[config.mk]
export PLATFORM = sky130hd
export DESIGN_NAME = multicycle_ctrl
export DESIGN_NICKNAME = d
export VERILOG_FILES = /design/src/rtl/ctrl_pkg.sv /design/src/rtl/mem_wait_timer.sv /design/src/rtl/multicycle_ctrl.sv
export SDC_FILE = /design/constraint.sdc
export NUM_CORES = 1
export LEC_CHECK = 0
export BUFFER_PORTS_ARGS = -buffer_cell sky130_fd_sc_hd__clkbuf_2
export CAP_MARGIN = 20
export CORE_MARGIN = 2
export CORE_UTILIZATION = 39
export CTS_BUF_LIST = sky130_fd_sc_hd__clkbuf_4
export CTS_CLUSTER_SIZE = 25
export DETAILED_ROUTE_END_ITERATION = 6
export PLACE_DENSITY = 0.79
export SLEW_MARGIN = 20
export SYNTH_ARGS = -nofsm -noshare
export SYNTH_HDL_FRONTEND = slang
export SYNTH_SLANG_ARGS = --single-unit
[constraint.sdc]
create_clock -name clk -period 1.8 [get_ports clk]
set_clock_uncertainty 0.15 [all_clocks]
set_input_delay 0.18 -clock clk [delete_from_list [all_inputs] [get_ports clk]]
set_output_delay 0.18 -clock clk [all_outputs]
set_load 0.01 [all_outputs]
[src/rtl/ctrl_pkg.sv]
// ---------------------------------------------------------------------------
// ctrl_pkg
//   Shared definitions for the multi-cycle RV32-subset sequencer:
//   - state_t    : sequencer state encoding
//   - OP_*       : IR[6:0] opcodes the sequencer recognises
//   - ALUOP_*    : AluOp strobe encodings
//   - SRCB_*     : AluSrcB strobe encodings
//   - is_mem_wait_state() : states that own the memory port and may stall
// ---------------------------------------------------------------------------
package ctrl_pkg;

  typedef enum logic [3:0] {
    FETCH,
    DECODE,
    MEMADR,
    MEMRD,
    MEMWB,
    MEMWR,
    EXEC_R,
    EXEC_I,
    ALUWB,
    BRANCH,
    ILLEGAL,
    FAULT
  } state_t;

  localparam logic [6:0] OP_R      = 7'b0110011;
  localparam logic [6:0] OP_I      = 7'b0010011;
  localparam logic [6:0] OP_LOAD   = 7'b0000011;
  localparam logic [6:0] OP_STORE  = 7'b0100011;
  localparam logic [6:0] OP_BRANCH = 7'b1100011;

  localparam logic [1:0] ALUOP_ADD   = 2'b00;
  localparam logic [1:0] ALUOP_SUB   = 2'b01;
  localparam logic [1:0] ALUOP_FUNCT = 2'b10;

  localparam logic [1:0] SRCB_RS2  = 2'b00;
  localparam logic [1:0] SRCB_FOUR = 2'b01;
  localparam logic [1:0] SRCB_IMM  = 2'b10;
  localparam logic [1:0] SRCB_BOFF = 2'b11;

  // States that drive a memory access and wait on mem_ready.
  function automatic logic is_mem_wait_state(input state_t s);
    return (s == FETCH) || (s == MEMRD) || (s == MEMWR);
  endfunction

endpackage

[src/rtl/mem_wait_timer.sv]
// ---------------------------------------------------------------------------
// mem_wait_timer
//   Counts consecutive stalled memory cycles and flags when the count has
//   reached MEM_WAIT_MAX.
//   Ports:
//     clk, rst    : clock, synchronous active-high reset
//     i_clear     : zero the count (takes priority over i_cnt_en)
//     i_cnt_en    : add one this cycle (saturates at MEM_WAIT_MAX)
//     o_terminal  : count == MEM_WAIT_MAX
// ---------------------------------------------------------------------------
module mem_wait_timer #(
  parameter int MEM_WAIT_MAX = 15
) (
  input  logic clk,
  input  logic rst,
  input  logic i_clear,
  input  logic i_cnt_en,
  output logic o_terminal
);

  localparam int CW = (MEM_WAIT_MAX < 2) ? 1 : $clog2(MEM_WAIT_MAX + 1);
  localparam logic [CW-1:0] MAX_VAL = CW'(MEM_WAIT_MAX);

  logic [CW-1:0] r_count;

  always_ff @(posedge clk) begin
    if (rst || i_clear) begin
      r_count <= '0;
    end else if (i_cnt_en && (r_count != MAX_VAL)) begin
      r_count <= r_count + CW'(1);
    end
  end

  assign o_terminal = (r_count == MAX_VAL);

endmodule

[src/rtl/multicycle_ctrl.sv]
// ---------------------------------------------------------------------------
// multicycle_ctrl
//   Multi-cycle sequencer for an RV32 subset (R-type, I-type ALU, LW, SW,
//   BEQ) sharing one ALU and one unified instruction/data memory port.
//   Strobes are a combinational decode of the current state (FETCH also
//   looks at mem_ready) and are all forced low while rst is high.
//
//   Optional feature macro: MULTICYCLE_PERF_CNT_EN
//     defined   -> cycle_cnt / instret_cnt performance counters
//     undefined -> both counter ports tied to 0
//
//   Ports:
//     clk, rst          : clock, synchronous active-high reset
//     opcode            : IR[6:0], valid from DECODE onward
//     zero              : ALU zero flag (gated into PC load by the datapath)
//     mem_ready         : memory completes the current access this cycle
//     PcWrite/PcWriteCond/PcSource, IorD, IrWrite, MemRead, MemWrite,
//     MemtoReg, RegWrite, AluSrcA, AluSrcB, AluOp : datapath strobes
//     IllegalOp         : one-cycle pulse on an unsupported opcode
//     BusErr            : sticky memory-timeout flag
//     cycle_cnt         : cycles since reset (outside FAULT)
//     instret_cnt       : retired instructions
// ---------------------------------------------------------------------------
module multicycle_ctrl
  import ctrl_pkg::*;
#(
  parameter int MEM_WAIT_MAX = 15,
  parameter int CNT_W        = 32
) (
  input  logic             clk,
  input  logic             rst,
  input  logic [6:0]       opcode,
  input  logic             zero,
  input  logic             mem_ready,
  output logic             PcWrite,
  output logic             PcWriteCond,
  output logic             PcSource,
  output logic             IorD,
  output logic             IrWrite,
  output logic             MemRead,
  output logic             MemWrite,
  output logic             MemtoReg,
  output logic             RegWrite,
  output logic             AluSrcA,
  output logic [1:0]       AluSrcB,
  output logic [1:0]       AluOp,
  output logic             IllegalOp,
  output logic             BusErr,
  output logic [CNT_W-1:0] cycle_cnt,
  output logic [CNT_W-1:0] instret_cnt
);

  state_t r_state;
  state_t w_state_next;
  logic   r_bus_err;
  logic   w_hold;
  logic   w_terminal;
  logic   w_unused_zero;

  // The branch decision is made in the datapath (PcWriteCond & zero).
  assign w_unused_zero = zero;

  // A memory state is "holding" when it waits on the bus. The timer is kept
  // at zero in every other cycle, so each fresh access starts from zero.
  assign w_hold = is_mem_wait_state(r_state) && !mem_ready;

  mem_wait_timer #(
    .MEM_WAIT_MAX(MEM_WAIT_MAX)
  ) u_wait_timer (
    .clk       (clk),
    .rst       (rst),
    .i_clear   (!w_hold),
    .i_cnt_en  (w_hold),
    .o_terminal(w_terminal)
  );

  // Next-state logic. In the memory states mem_ready is checked before the
  // timeout so a completion on the terminal cycle still succeeds.
  always_comb begin
    w_state_next = r_state;
    case (r_state)
      FETCH: begin
        if (mem_ready)       w_state_next = DECODE;
        else if (w_terminal) w_state_next = FAULT;
      end
      DECODE: begin
        case (opcode)
          OP_R:              w_state_next = EXEC_R;
          OP_I:              w_state_next = EXEC_I;
          OP_LOAD, OP_STORE: w_state_next = MEMADR;
          OP_BRANCH:         w_state_next = BRANCH;
          default:           w_state_next = ILLEGAL;
        endcase
      end
      EXEC_R:  w_state_next = ALUWB;
      EXEC_I:  w_state_next = ALUWB;
      ALUWB:   w_state_next = FETCH;
      MEMADR: begin
        if (opcode == OP_LOAD)       w_state_next = MEMRD;
        else if (opcode == OP_STORE) w_state_next = MEMWR;
        else                         w_state_next = ILLEGAL;
      end
      MEMRD: begin
        if (mem_ready)       w_state_next = MEMWB;
        else if (w_terminal) w_state_next = FAULT;
      end
      MEMWB:   w_state_next = FETCH;
      MEMWR: begin
        if (mem_ready)       w_state_next = FETCH;
        else if (w_terminal) w_state_next = FAULT;
      end
      BRANCH:  w_state_next = FETCH;
      ILLEGAL: w_state_next = FETCH;
      FAULT:   w_state_next = FAULT;
      default: w_state_next = FETCH;
    endcase
  end

  always_ff @(posedge clk) begin
    if (rst) begin
      r_state   <= FETCH;
      r_bus_err <= 1'b0;
    end else begin
      r_state   <= w_state_next;
      r_bus_err <= r_bus_err | (w_state_next == FAULT);
    end
  end

  // Strobe decode.
  always_comb begin
    PcWrite     = 1'b0;
    PcWriteCond = 1'b0;
    PcSource    = 1'b0;
    IorD        = 1'b0;
    IrWrite     = 1'b0;
    MemRead     = 1'b0;
    MemWrite    = 1'b0;
    MemtoReg    = 1'b0;
    RegWrite    = 1'b0;
    AluSrcA     = 1'b0;
    AluSrcB     = SRCB_RS2;
    AluOp       = ALUOP_ADD;
    IllegalOp   = 1'b0;
    BusErr      = 1'b0;
    if (!rst) begin
      BusErr = r_bus_err;
      case (r_state)
        FETCH: begin
          MemRead = 1'b1;
          AluSrcB = SRCB_FOUR;
          // PC+4 is written back the same cycle the instruction word lands.
          IrWrite = mem_ready;
          PcWrite = mem_ready;
        end
        DECODE: begin
          AluSrcB = SRCB_BOFF;
        end
        EXEC_R: begin
          AluSrcA = 1'b1;
          AluSrcB = SRCB_RS2;
          AluOp   = ALUOP_FUNCT;
        end
        EXEC_I: begin
          AluSrcA = 1'b1;
          AluSrcB = SRCB_IMM;
          AluOp   = ALUOP_FUNCT;
        end
        ALUWB: begin
          RegWrite = 1'b1;
        end
        MEMADR: begin
          AluSrcA = 1'b1;
          AluSrcB = SRCB_IMM;
        end
        MEMRD: begin
          MemRead = 1'b1;
          IorD    = 1'b1;
        end
        MEMWB: begin
          RegWrite = 1'b1;
          MemtoReg = 1'b1;
        end
        MEMWR: begin
          MemWrite = 1'b1;
          IorD     = 1'b1;
        end
        BRANCH: begin
          AluSrcA     = 1'b1;
          AluSrcB     = SRCB_RS2;
          AluOp       = ALUOP_SUB;
          PcWriteCond = 1'b1;
          PcSource    = 1'b1;
        end
        ILLEGAL: begin
          IllegalOp = 1'b1;
        end
        default: begin
        end
      endcase
    end
  end

`ifdef MULTICYCLE_PERF_CNT_EN
  logic [CNT_W-1:0] r_cycle_cnt;
  logic [CNT_W-1:0] r_instret_cnt;
  logic             w_retire;

  // An instruction retires when its last state hands back to FETCH;
  // ILLEGAL also returns to FETCH but does not count.
  assign w_retire = (w_state_next == FETCH) &&
                    ((r_state == ALUWB) || (r_state == MEMWB) ||
                     (r_state == MEMWR) || (r_state == BRANCH));

  always_ff @(posedge clk) begin
    if (rst) begin
      r_cycle_cnt   <= '0;
      r_instret_cnt <= '0;
    end else begin
      if (r_state != FAULT) r_cycle_cnt   <= r_cycle_cnt + CNT_W'(1);
      if (w_retire)         r_instret_cnt <= r_instret_cnt + CNT_W'(1);
    end
  end

  assign cycle_cnt   = r_cycle_cnt;
  assign instret_cnt = r_instret_cnt;
`else
  assign cycle_cnt   = '0;
  assign instret_cnt = '0;
`endif

endmodule

Yosys cells after proc, flatten, opt, wreduce, memory -nomap -nowiden
Index checks and enable logic that the tools add are counted.
W data, S select, Z words.

word-level totals
  register bits after elaboration = 9
  output and inout port bits = 80

cells by class
  add/sub/neg operators = 1
  eq/ne operators = 19
  muxes and demuxes = 31
  bitwise operators = 1
  reduce and logical (&&, ||, !) cells = 15

operator list
  kind                   number
  $pmux W4 S7            1
  $eq A4 B4 Y1 const B   6
  $mux W4                6
  $mux W1                19
  $eq A4 B3 Y1 const B   4
  $pmux W4 S4            1
  $eq A7 B6 Y1 const B   2
  $reduce_or A2 Y1       6
  $eq A4 B2 Y1 const B   2
  $eq A7 B2 Y1 const B   1
  $eq A7 B5 Y1 const B   1
  $eq A7 B7 Y1 const B   1
  $pmux W2 S3            1
  $add A4 B1 Y4 const B  1
  $eq A4 B1 Y1 const B   1
  $logic_not A4 Y1       1
  $mux W2                2
  $ne A4 B4 Y1 const B   1
  $pmux W2 S2            1
  $reduce_or A4 Y1       1
  $logic_or A1 B1 Y1     3
  $logic_and A1 B1 Y1    2
  $logic_not A1 Y1       2
  $or A1 B1 Y1           1

Depth between registers and ports, before layout
Gate-level depths: netlist of run 1.

  depth in word-level cells = 6
  depth in mapped cells = 6

Modules after synthesis
Synthesis of run 1 repeated with hierarchy kept, for this count alone.

unflattened totals
  cells, all modules = 188
  area total of the unflattened synthesis = 1407.6 µm²

by module, submodules not included
  module           instances  cells each  area an instance (µm²)  seq. area each (µm²)
  multicycle_ctrl  1          166         1196.1                  100.1
  mem_wait_timer   1          22          211.5                   80.1

Least setup slack after synthesis of run 1
Ideal clock, no wire load.

  kind = register -> register
  start point = reg u_wait_timer.r_count[0]
  end point = reg r_bus_err
  library setup time = 0.088 ns
  arrival time = 1.638 ns
  setup slack = -0.077 ns
  cell stages (with the launch flop) = 7
  period minus slack after synthesis = 1.877 ns
  path through = dfxtp_1 ha_1 nand3_1 a311oi_2 o221ai_1 a32o_2 o32ai_2

between the ends
  cells in the longest elaborated chain, start to end = 6

ends and longest elaborated chain
  item                               RTL line                                                               source
  start, declared                    mem_wait_timer.sv:24                                                   logic [CW-1:0] r_count;
  start signal, assigned             mem_wait_timer.sv:30                                                   r_count <= r_count + CW'(1);
  $eq A4 B4 Y1 (*)                   mem_wait_timer.sv:34                                                   assign o_terminal = (r_count == MAX_VAL);
  $mux W4 (*)                        multicycle_ctrl.sv:84, multicycle_ctrl.sv:105, multicycle_ctrl.sv:110
  $mux W4, on equally long branches  multicycle_ctrl.sv:109, multicycle_ctrl.sv:83, multicycle_ctrl.sv:104
  $pmux W4 S7 (*)                    multicycle_ctrl.sv:81                                                  case (r_state)
  $eq A4 B4 Y1 (*)                   multicycle_ctrl.sv:125                                                 r_bus_err <= r_bus_err | (w_state_next == FAULT);
  $or A1 B1 Y1 (*)                   multicycle_ctrl.sv:125
  end signal, assigned               multicycle_ctrl.sv:125
  end, declared                      multicycle_ctrl.sv:55                                                  logic r_bus_err;

Mark *: on every way between the ends. The rest lies on a longest branch, timed or not.
A chain may end at the register's enable or synchronous reset.

Worst setup path after layout of run 1
  start point = reg r_state[2]
  end point = reg r_bus_err

between the ends
  cells in the longest elaborated chain, start to end = 5

ends and longest elaborated chain
  item                                                RTL line                source
  start, declared                                     multicycle_ctrl.sv:53   state_t r_state;
  start signal, assigned                              multicycle_ctrl.sv:124  r_state <= w_state_next;
  $eq A4 B3 Y1 or $mux W4 (tied branches)             --
  $reduce_or A2 Y1 (no line) (tied with other cells)  --
  $pmux W4 S7 (*)                                     multicycle_ctrl.sv:81
  $eq A4 B4 Y1 (*)                                    multicycle_ctrl.sv:125
  $or A1 B1 Y1 (*)                                    multicycle_ctrl.sv:125

Marks and branches as above.

==> results of run 1 <==
==> power by group <==
part / leakage (nW) / total, mW / switching [mW] / internal, mW
registers: 0.0749 / 0.250 / 0.0271 / 0.222
logic: 0.643 / 0.620 / 0.357 / 0.263
clock network: 0.0184 / 0.168 / 0.0675 / 0.100
==> layer usage <==
metal / part of all wire, % / vias up / GRT usage, % / wire, microns
met2: 50 / 58 / 24.0 / 1450
met3: 7.1 / 2 / 1.99 / 203
met1: 42 / 570 / 15.8 / 1190
met4: 0.70 / 0 / 3.33 / 20
li1: - / 586 / - / -
met5: 0 / - / 0 / 0
==> cell families (layout without fill, tap and decap cells) <==
| group | Yosys count | count (layout) | synth area share [%] |
|---|---|---|---|
| AOI/OAI and AO/OA | 26 | 26 | 14.4 |
| xor gates and xnor gates | 2 | 2 | 1.33 |
| adders and majority gates | 1 | 1 | 0.950 |
| buffers and inverters | 79 | 55 | 41.5 |
| DFF | 9 | 9 | 13.7 |
| muxes | 1 | 1 | 0.760 |
| other | 1 | 64 | 0.285 |
| and+or+nand+nor | 68 | 68 | 27.1 |
==> worst max path at each step <==
stage                            to  slack [ps]                    start
final                     r_bus_err         -60               r_state[2]
after global routing      r_bus_err        -110               r_state[2]
after CTS                   PcWrite         -10               r_state[2]
after detailed placement  r_bus_err         -70  u_wait_timer.r_count[1]
after global placement    r_bus_err           2  u_wait_timer.r_count[1]
after floorplan           r_bus_err         -30  u_wait_timer.r_count[0]
==> area by class of cell <==
type | instances | area, sq um
Clock buffer | 4 | 30.0
Fill cell | 330 | 1740
Inverter | 4 | 15.0
Multi-Input combinational cell | 162 | 930
Sequential cell | 9 | 186
Tap cell | 46 | 57.6
Timing Repair Buffer | 47 | 322
==> placed cells by master, fill, tap and decap left out, drive strengths merged, types with 3 or more instances in the layout <==
master	n
nand2b	4
nand2	8
buf	25
and3	3
nor2b	7
o21ai	4
a22oi	3
clkbuf	26
dfxtp	9
nand3	5
nor3	12
conb	64
nor2	18
a21oi	7
inv	4
==> cells in the mapped netlist (2+ instances only) <==
master    count
a21oi_1       7
or3_1         2
nand2b_1      4
clkbuf_1      6
nand3_1       5
nand2_1       8
buf_4        66
a31oi_1       2
a22oi_1       3
nor3_1       12
and3_1        3
nor2b_1       7
dfxtp_1       9
o21ai_0       4
inv_1         4
xnor2_1       2
nor2_1       18
nor4_1        2
buf_2         2
==> flip-flops by register name (all words and copies together) (netlist names) <==
name,flops
r_bus_err,1
u_wait_timer.r_count,4
r_state,4
==> metrics by stage <==
stage	power, mW	hold slack, ps	instances	cell area, sq um
2_1_floorplan	0.704	224	250	1560
3_3_place_gp	0.758	326	264	1350
3_5_place_dp	0.770	342	264	1350
4_1_cts	0.969	149	272	1450
5_1_grt	1.11	179	272	1540
6_report	1.04	159	272	1540
==> worst min-delay path, stage by stage <==
cell and delay (ps):
clkbuf_2 140, or4_4 160, nor2_1 40
==> what timing repair did <==
action	4_1_cts	5_1_grt
setup endpoints to repair	8	19
pin swaps	5	7
buffers inserted	4	0
resized for setup	12	26
==> results.py, run 1 <==
metrics = {
    "outcome": {
        "run_status": "finished with violations",
        "violations": "negative setup slack",
    },
    "drt": {
        "wl_per_cell_microns": 10.5,
        "drtAntennaViolNets": 0,
        "avgViaCountPerCell": 4.47,
        "drtIter0Drc": 67,
        "wl_mm": 2.87,
        "drc": 0,
        "first_pass_iters": 4,
        "num_vias": 1216,
    },
    "yosys": {
        "synth.distinct_cells": 40,
        "yosysTopAreaCell": "buf_4",
        "synth.top_cell.area_share_pct": 37.6,
        "ys_ff_latch": 9,
        "yosysWarningCount": 0,
        "ys_top_cells_by_area": "buf_4, dfxtp_1, nor2_1, nor3_1, nor2b_1",
        "async_flop_share_pct": 0,
        "post_synth_inst_count": 187,
        "synth_edf_count": 0,
        "ys.flop_type": "dfxtp_1",
        "yosysSeqAreaShare_pct": 13.7,
        "syn_area_sq_um": 1320,
        "synth.avg_cell_area_sq_um": 7.05,
    },
    "layout": {
        "antennaDiodeCount": 0,
        "area_growth_syn_to_layout_pct": 16.9,
        "post-route-util_pct": 46.9,
        "nNetsFinal": 239,
        "drive_gt1_share_pct": 34.5,
    },
    "floorplanning": {
        "fp.coreArea_sq_um": 3280,
        "fp.dieW_microns": 62.1,
        "start_util_pct": 40.1,
        "rows": 21,
        "dieArea_sq_um": 3860,
        "pin_count": 91,
        "die_h_microns": 62.1,
    },
    "grt": {
        "grt_max_degree": 15,
        "antenna_found_initial": 0,
        "grt_pass1_wl_mm": 4.26,
        "grt_overflow": 0,
        "grt_pass1_vias": 1011,
        "grt_use_total_pct": 13.1,
    },
    "setup_path": {
        "slowest_stage": "dfxtp_4",
        "crit_chain": "buf_6, buf_6, nor3b_1, a41oi_1, o221ai_1, a32o_2, o32ai_2",
        "r2r_start": "r_state[2]",
        "cpMostUsedCell": "buf_6",
        "critPathTopFamily": "compound AO/OA/AOI/OAI gates",
        "r2r-end": "r_bus_err",
        "cp.required_ps": 1820,
        "crit_type": "flip-flop to flip-flop",
        "r2r_slack_ps": -60,
        "cp_slowest_stage_delay_ps": 360,
        "crit_fanout": 6,
        "critPathBufInv": 2,
        "arrival_ps": 1880,
        "cp-end-kind": "flip-flop",
        "reg2regPathDepth": 7,
        "cp_num_cells": 7,
        "start_kind": "flip-flop",
    },
    "pwr": {
        "power_density_nw_per_um2": 674,
        "peakVddDrop_uv": 244,
        "power.leakage_nw": 0.736,
    },
    "clocking": {
        "clkLatencyLatePin_ps": 260,
        "h-tree-depth": 1,
        "holdBufCountCts": 0,
        "clock-root-buffer": "clkbuf_4",
        "cts.sinks": 9,
        "clockBufferDepth": 2,
        "tritoncts": "yes",
        "clkTransAtPathRegs_ps": 60,
        "cts_inserted_buffers": 3,
    },
    "flow_run": {
        "maxCapViolCount": 0,
    },
    "timing": {
        "setup-violations-final": 1,
        "slew_viol_final": 0,
        "hold_viol": 0,
        "rsz0062_at_grt": "true",
        "period_share_pct": 104,
        "tns_ps": -64.1,
        "fmaxAchievable_mhz": 536,
        "worst_slack_ps": -64.1,
        "period_needed_ps": 1860,
    },
    "hold_path": {
        "hold-path-endpoint": "u_wait_timer.r_count[1]",
        "hold_class": "input port to flip-flop",
        "holdPathStages": 3,
        "holdCritStartpoint": "rst",
    },
    "placement": {
        "place_congestion": 0.892,
        "hpwl_mm": 2.05,
        "io_buffer_count": 25,
        "dpl_worst_slack_ps": -73.7,
    },
}
Power figures use the tool's default switching activity.
==> run 2, diff against run 1 <==
PLACE_DENSITY = unset   (was 0.79)
PLACE_DENSITY_LB_ADDON = 0.08   (was unset)
==> results.py, run 2 (same netlist as run 1, synthesis figures left out) <==
metrics = {
    "placement": {
        "placed_cell_area_sq_um": 1380,
        "io_buffer_count": 25,
        "hpwl_mm": 2.17,
        "place_congestion": 0.898,
    },
    "drt": {
        "first_pass_iters": 6,
        "wl_per_cell_microns": 10.6,
        "drc": 0,
        "drtIter0Drc": 35,
        "drtAntennaViolNets": 0,
        "wl_mm": 2.91,
        "avgViaCountPerCell": 4.32,
        "num_vias": 1187,
    },
    "floorplanning": {
        "fp.dieW_microns": 62.1,
        "rows": 21,
        "fp.coreArea_sq_um": 3280,
        "dieArea_sq_um": 3860,
        "pin_count": 91,
        "start_util_pct": 40.1,
        "die_h_microns": 62.1,
    },
    "pwr": {
        "switching_share_pct": 42.7,
        "seqPwrFrac_pct": 23.8,
        "peakVddDrop_uv": 464,
        "comb_power_share_pct": 60.1,
        "netSwitchingPower_mw": 0.448,
        "clock_power_share_pct": 16.1,
        "intPower_mw": 0.601,
        "power.leakage_nw": 0.763,
        "power_density_nw_per_um2": 661,
        "power_mw": 1.05,
    },
    "layout": {
        "seqCellArea_sq_um": 188,
        "area_growth_syn_to_layout_pct": 20.5,
        "drive_gt1_share_pct": 36.2,
        "fillers": 348,
        "largestRegisters": "r_state x4, u_wait_timer.r_count x4, r_bus_err x1",
        "most-common-layout-cells": "conb_1, clkbuf_2, buf_4",
        "final_common_cell": "conb_1",
        "design_area_sq_um": 1590,
        "post-route-util_pct": 48.3,
        "nNetsFinal": 242,
        "multi_input_area_sq_um": 933,
        "antennaDiodeCount": 0,
    },
    "clocking": {
        "clkTransAtPathRegs_ps": 70,
        "cts.sinks": 9,
        "cts_inserted_buffers": 3,
        "holdBufCountCts": 0,
        "clock-root-buffer": "clkbuf_4",
        "clockBufferDepth": 2,
        "h-tree-depth": 1,
        "clkLatencyLatePin_ps": 260,
        "tritoncts": "yes",
    },
    "setup_path": {
        "critPathBufInv": 2,
        "reg2regPathDepth": 6,
        "arrival_ps": 1490,
        "r2r_start": "r_state[2]",
        "r2r_slack_ps": 100,
        "cp_slowest_stage_delay_ps": 370,
        "crit_chain": "buf_8, or3_4, nor2_4, and3_4, buf_2",
        "crit_fanout": 5,
        "crit_type": "flip-flop to primary output",
        "slowest_stage": "dfxtp_4",
        "critPathTopFamily": "simple AND/OR/NAND/NOR gates",
        "r2r-end": "u_wait_timer.r_count[2]",
        "cp-end-kind": "primary output",
        "cp.required_ps": 1470,
        "start_kind": "flip-flop",
    },
    "hold_path": {
        "holdCritStartpoint": "rst",
        "hold_class": "input port to flip-flop",
        "hold-path-endpoint": "r_state[0]",
        "holdPathStages": 3,
    },
    "timing": {
        "period_share_pct": 101,
        "fmaxAchievable_mhz": 548,
        "slew_viol_final": 0,
        "hold_slack_ps": 172,
        "worst_slack_ps": -23.4,
        "hold_viol": 0,
        "tns_ps": -45.7,
        "rsz0062_at_grt": "true",
        "period_needed_ps": 1820,
        "setup-violations-final": 2,
    },
    "grt": {
        "grt_pass1_vias": 975,
        "antenna_found_initial": 0,
        "grt_max_degree": 19,
        "grt_overflow": 0,
        "grt_use_total_pct": 14.1,
        "grt_pass1_wl_mm": 4.51,
    },
    "outcome": {
        "run_status": "finished with violations",
        "violations": "negative setup slack",
    },
    "flow_run": {
        "maxCapViolCount": 0,
    },
}
[run 2: power groups by stage]
stage                     sequential [mW]  clock, mW  combinational (mW)
after global placement              0.246          0               0.551
after floorplan                     0.241          0               0.463
final                               0.249      0.169               0.631
after global routing                0.253      0.189               0.693
after CTS                           0.246      0.176               0.584
after detailed placement            0.247          0               0.555
[run 2: layout make-up]
type	instances	share of cell area (%)
multi-input cells	162	58.8
repair buffers	50	22.8
flip-flops and latches	9	11.8
inverters	4	1.10
well taps	46	3.62
clock buffers	4	1.89
[run 2: how the worst max path moves through the flow]
stage / cells past startpoint / end / slack, ps / startpoint
after CTS: 5 / IrWrite / -40 / r_state[2]
after detailed placement: 6 / r_bus_err / -70 / u_wait_timer.r_count[0]
after global placement: 7 / r_bus_err / -10 / u_wait_timer.r_count[0]
after global routing: 5 / IrWrite / -80 / r_state[2]
after floorplan: 6 / r_bus_err / -30 / u_wait_timer.r_count[0]
final: 5 / IrWrite / -20 / r_state[2]
[run 2: timing repair]
item	4_1_cts	5_1_grt
gates cloned	1	0
pin swaps	2	6
setup buffers	3	2
resized for setup	15	22
setup endpoints to repair	8	12
[run 2: metal layers]
layer | track usage, % | part of all wire [%] | up-vias
li1 | - | - | 590
met1 | 18.1 | 43 | 540
met2 | 23.8 | 49 | 55
met3 | 4.17 | 7.5 | 2
met4 | 2.50 | 0.41 | 0
met5 | 0 | 0 | -
[run 2: stage by stage]
step / std cells / setup slack [ps]
3_3_place_gp: 266 / -12.6
3_5_place_dp: 266 / -65.6
5_1_grt: 275 / -82.3
6_report: 275 / -23.4
2_1_floorplan: 250 / -29.6
4_1_cts: 274 / -38.7
[run 2: worst reg2reg max path, cell delays in order (launching register included)]
cell	delay (ps)
dfxtp_4	370
buf_8	130
nor2b_1	140
nor3_1	140
a21oi_1	60
or4_4	460
nor3_2	180
==> run 3, diff against run 2 <==
RECOVER_POWER = 50   (was unset)
==> results.py, run 3 (same netlist as run 1, synthesis figures left out) <==
metrics = {
    "pwr": {
        "intPower_mw": 0.595,
        "peakVddDrop_uv": 456,
        "switching_share_pct": 42.8,
        "comb_power_share_pct": 59.7,
        "power_mw": 1.04,
        "power.leakage_nw": 0.758,
        "clock_power_share_pct": 16.3,
        "netSwitchingPower_mw": 0.445,
        "seqPwrFrac_pct": 24.0,
        "power_density_nw_per_um2": 660,
    },
    "floorplanning": {
        "start_util_pct": 40.1,
        "fp.dieW_microns": 62.1,
        "rows": 21,
        "dieArea_sq_um": 3860,
        "die_h_microns": 62.1,
        "fp.coreArea_sq_um": 3280,
        "pin_count": 91,
    },
    "timing": {
        "rsz0062_at_grt": "true",
        "setup-violations-final": 2,
        "hold_viol": 0,
        "slew_viol_final": 0,
        "hold_slack_ps": 162,
        "fmaxAchievable_mhz": 548,
        "period_share_pct": 101,
        "period_needed_ps": 1820,
        "worst_slack_ps": -24.1,
    },
    "drt": {
        "drc": 0,
        "drtAntennaViolNets": 0,
        "wl_per_cell_microns": 10.5,
        "drtIter0Drc": 31,
        "wl_mm": 2.90,
        "avgViaCountPerCell": 4.35,
        "num_vias": 1195,
        "first_pass_iters": 4,
    },
    "setup_path": {
        "reg2regPathDepth": 5,
        "arrival_ps": 1490,
        "r2r_slack_ps": 10,
        "critPathBufInv": 2,
        "slowest_stage": "dfxtp_4",
        "r2r_start": "r_state[2]",
        "critPathTopFamily": "simple AND/OR/NAND/NOR gates",
        "crit_type": "flip-flop to primary output",
        "start_kind": "flip-flop",
        "cp_slowest_stage_delay_ps": 370,
        "cp-end-kind": "primary output",
        "r2r-end": "r_bus_err",
        "cp.required_ps": 1470,
        "crit_fanout": 5,
        "crit_chain": "buf_8, or3_4, nor2_4, and3_4, buf_2",
    },
    "clocking": {
        "clockBufferDepth": 2,
        "clkLatencyLatePin_ps": 260,
        "h-tree-depth": 1,
        "cts.sinks": 9,
        "clkTransAtPathRegs_ps": 70,
        "tritoncts": "yes",
        "holdBufCountCts": 0,
        "clock-root-buffer": "clkbuf_4",
        "cts_inserted_buffers": 3,
    },
    "layout": {
        "antennaDiodeCount": 0,
        "nNetsFinal": 242,
        "most-common-layout-cells": "conb_1, buf_4, clkbuf_2",
        "fin_cells": 275,
        "largestRegisters": "r_state x4, u_wait_timer.r_count x4, r_bus_err x1",
        "area_growth_syn_to_layout_pct": 19.7,
        "design_area_sq_um": 1580,
        "drive_gt1_share_pct": 34.9,
        "final_common_cell": "conb_1",
    },
    "outcome": {
        "violations": "negative setup slack",
        "run_status": "finished with violations",
    },
    "grt": {
        "grt_pass1_vias": 975,
        "grt_max_degree": 19,
        "grt_pass1_wl_mm": 4.51,
        "grt_overflow": 0,
        "grt_use_total_pct": 14.1,
        "antenna_found_initial": 0,
    },
    "placement": {
        "placed_cell_area_sq_um": 1380,
        "dpl_worst_slack_ps": -65.6,
        "io_buffer_count": 25,
        "placed_cells": 266,
        "hpwl_mm": 2.17,
        "place_congestion": 0.898,
    },
    "hold_path": {
        "holdPathStages": 3,
        "hold_class": "input port to flip-flop",
        "holdCritStartpoint": "rst",
        "hold-path-endpoint": "r_state[0]",
    },
    "flow_run": {
        "maxCapViolCount": 0,
    },
}
## run 3: cell counts in the layout (fill, tap and decap cells not counted)
No cell type changed its count.
## run 3: worst reg2reg max path: stages, from the launching register on
cell	delay (ps)
dfxtp_4	370
bufbuf_16	260
or3_2	460
o21ai_2	90
a211oi_2	110
o32ai_2	250
## run 3: layout make-up
cell class | count | area [sq um]
Fill cell | 351 | 1710
Multi-Input combinational cell | 162 | 923
Timing Repair Buffer | 50 | 360
Sequential cell | 9 | 188
Tap cell | 46 | 57.6
Clock buffer | 4 | 30.0
Inverter | 4 | 17.5
## run 3: stage by stage
step | utilization (%) | setup TNS (ps)
6_report | 48.0 | -47.1
3_3_place_gp | 41.9 | -12.6
3_5_place_dp | 41.9 | -65.6
4_1_cts | 46.1 | -76.6
2_1_floorplan | - | -41.1
5_1_grt | 48.0 | -554
## run 3: layer usage
| layer | vias to the layer above | global-route usage, % | wire length (microns) | share of wire [%] |
|---|---|---|---|---|
| met2 | 55 | 23.8 | 1410 | 49 |
| li1 | 591 | - | - | - |
| met1 | 547 | 18.1 | 1250 | 43 |
| met3 | 2 | 4.17 | 224 | 7.7 |
| met5 | - | 0 | 0 | 0 |
| met4 | 0 | 2.50 | 12 | 0.41 |
## run 3: worst max-delay path by stage
stage / start / to / slack, ps / cells after the start
after detailed placement: u_wait_timer.r_count[0] / r_bus_err / -70 / 6
final: r_state[2] / IrWrite / -20 / 5
after global placement: u_wait_timer.r_count[0] / r_bus_err / -10 / 7
after CTS: r_state[2] / IrWrite / -40 / 5
after floorplan: u_wait_timer.r_count[0] / r_bus_err / -30 / 6
after global routing: r_state[2] / u_wait_timer.r_count[0] / -90 / 6
## run 3: power by group through the flow
stage,combinational (mW),clock (mW),sequential (mW)
2_1_floorplan,0.463,0,0.241
3_3_place_gp,0.551,0,0.246
3_5_place_dp,0.555,0,0.247
4_1_cts,0.584,0.176,0.246
5_1_grt,0.684,0.189,0.253
6_report,0.621,0.169,0.249
## run 3: repair_timing
| item | 4_1_cts | 5_1_grt |
|---|---|---|
| setup endpoints to repair | 8 | 12 |
| endpoints found under the hold margin | 0 | 0 |
| resized for setup | 15 | 22 |
| cloned | 1 | 0 |
| pin swaps | 2 | 6 |
| setup buffers | 3 | 2 |
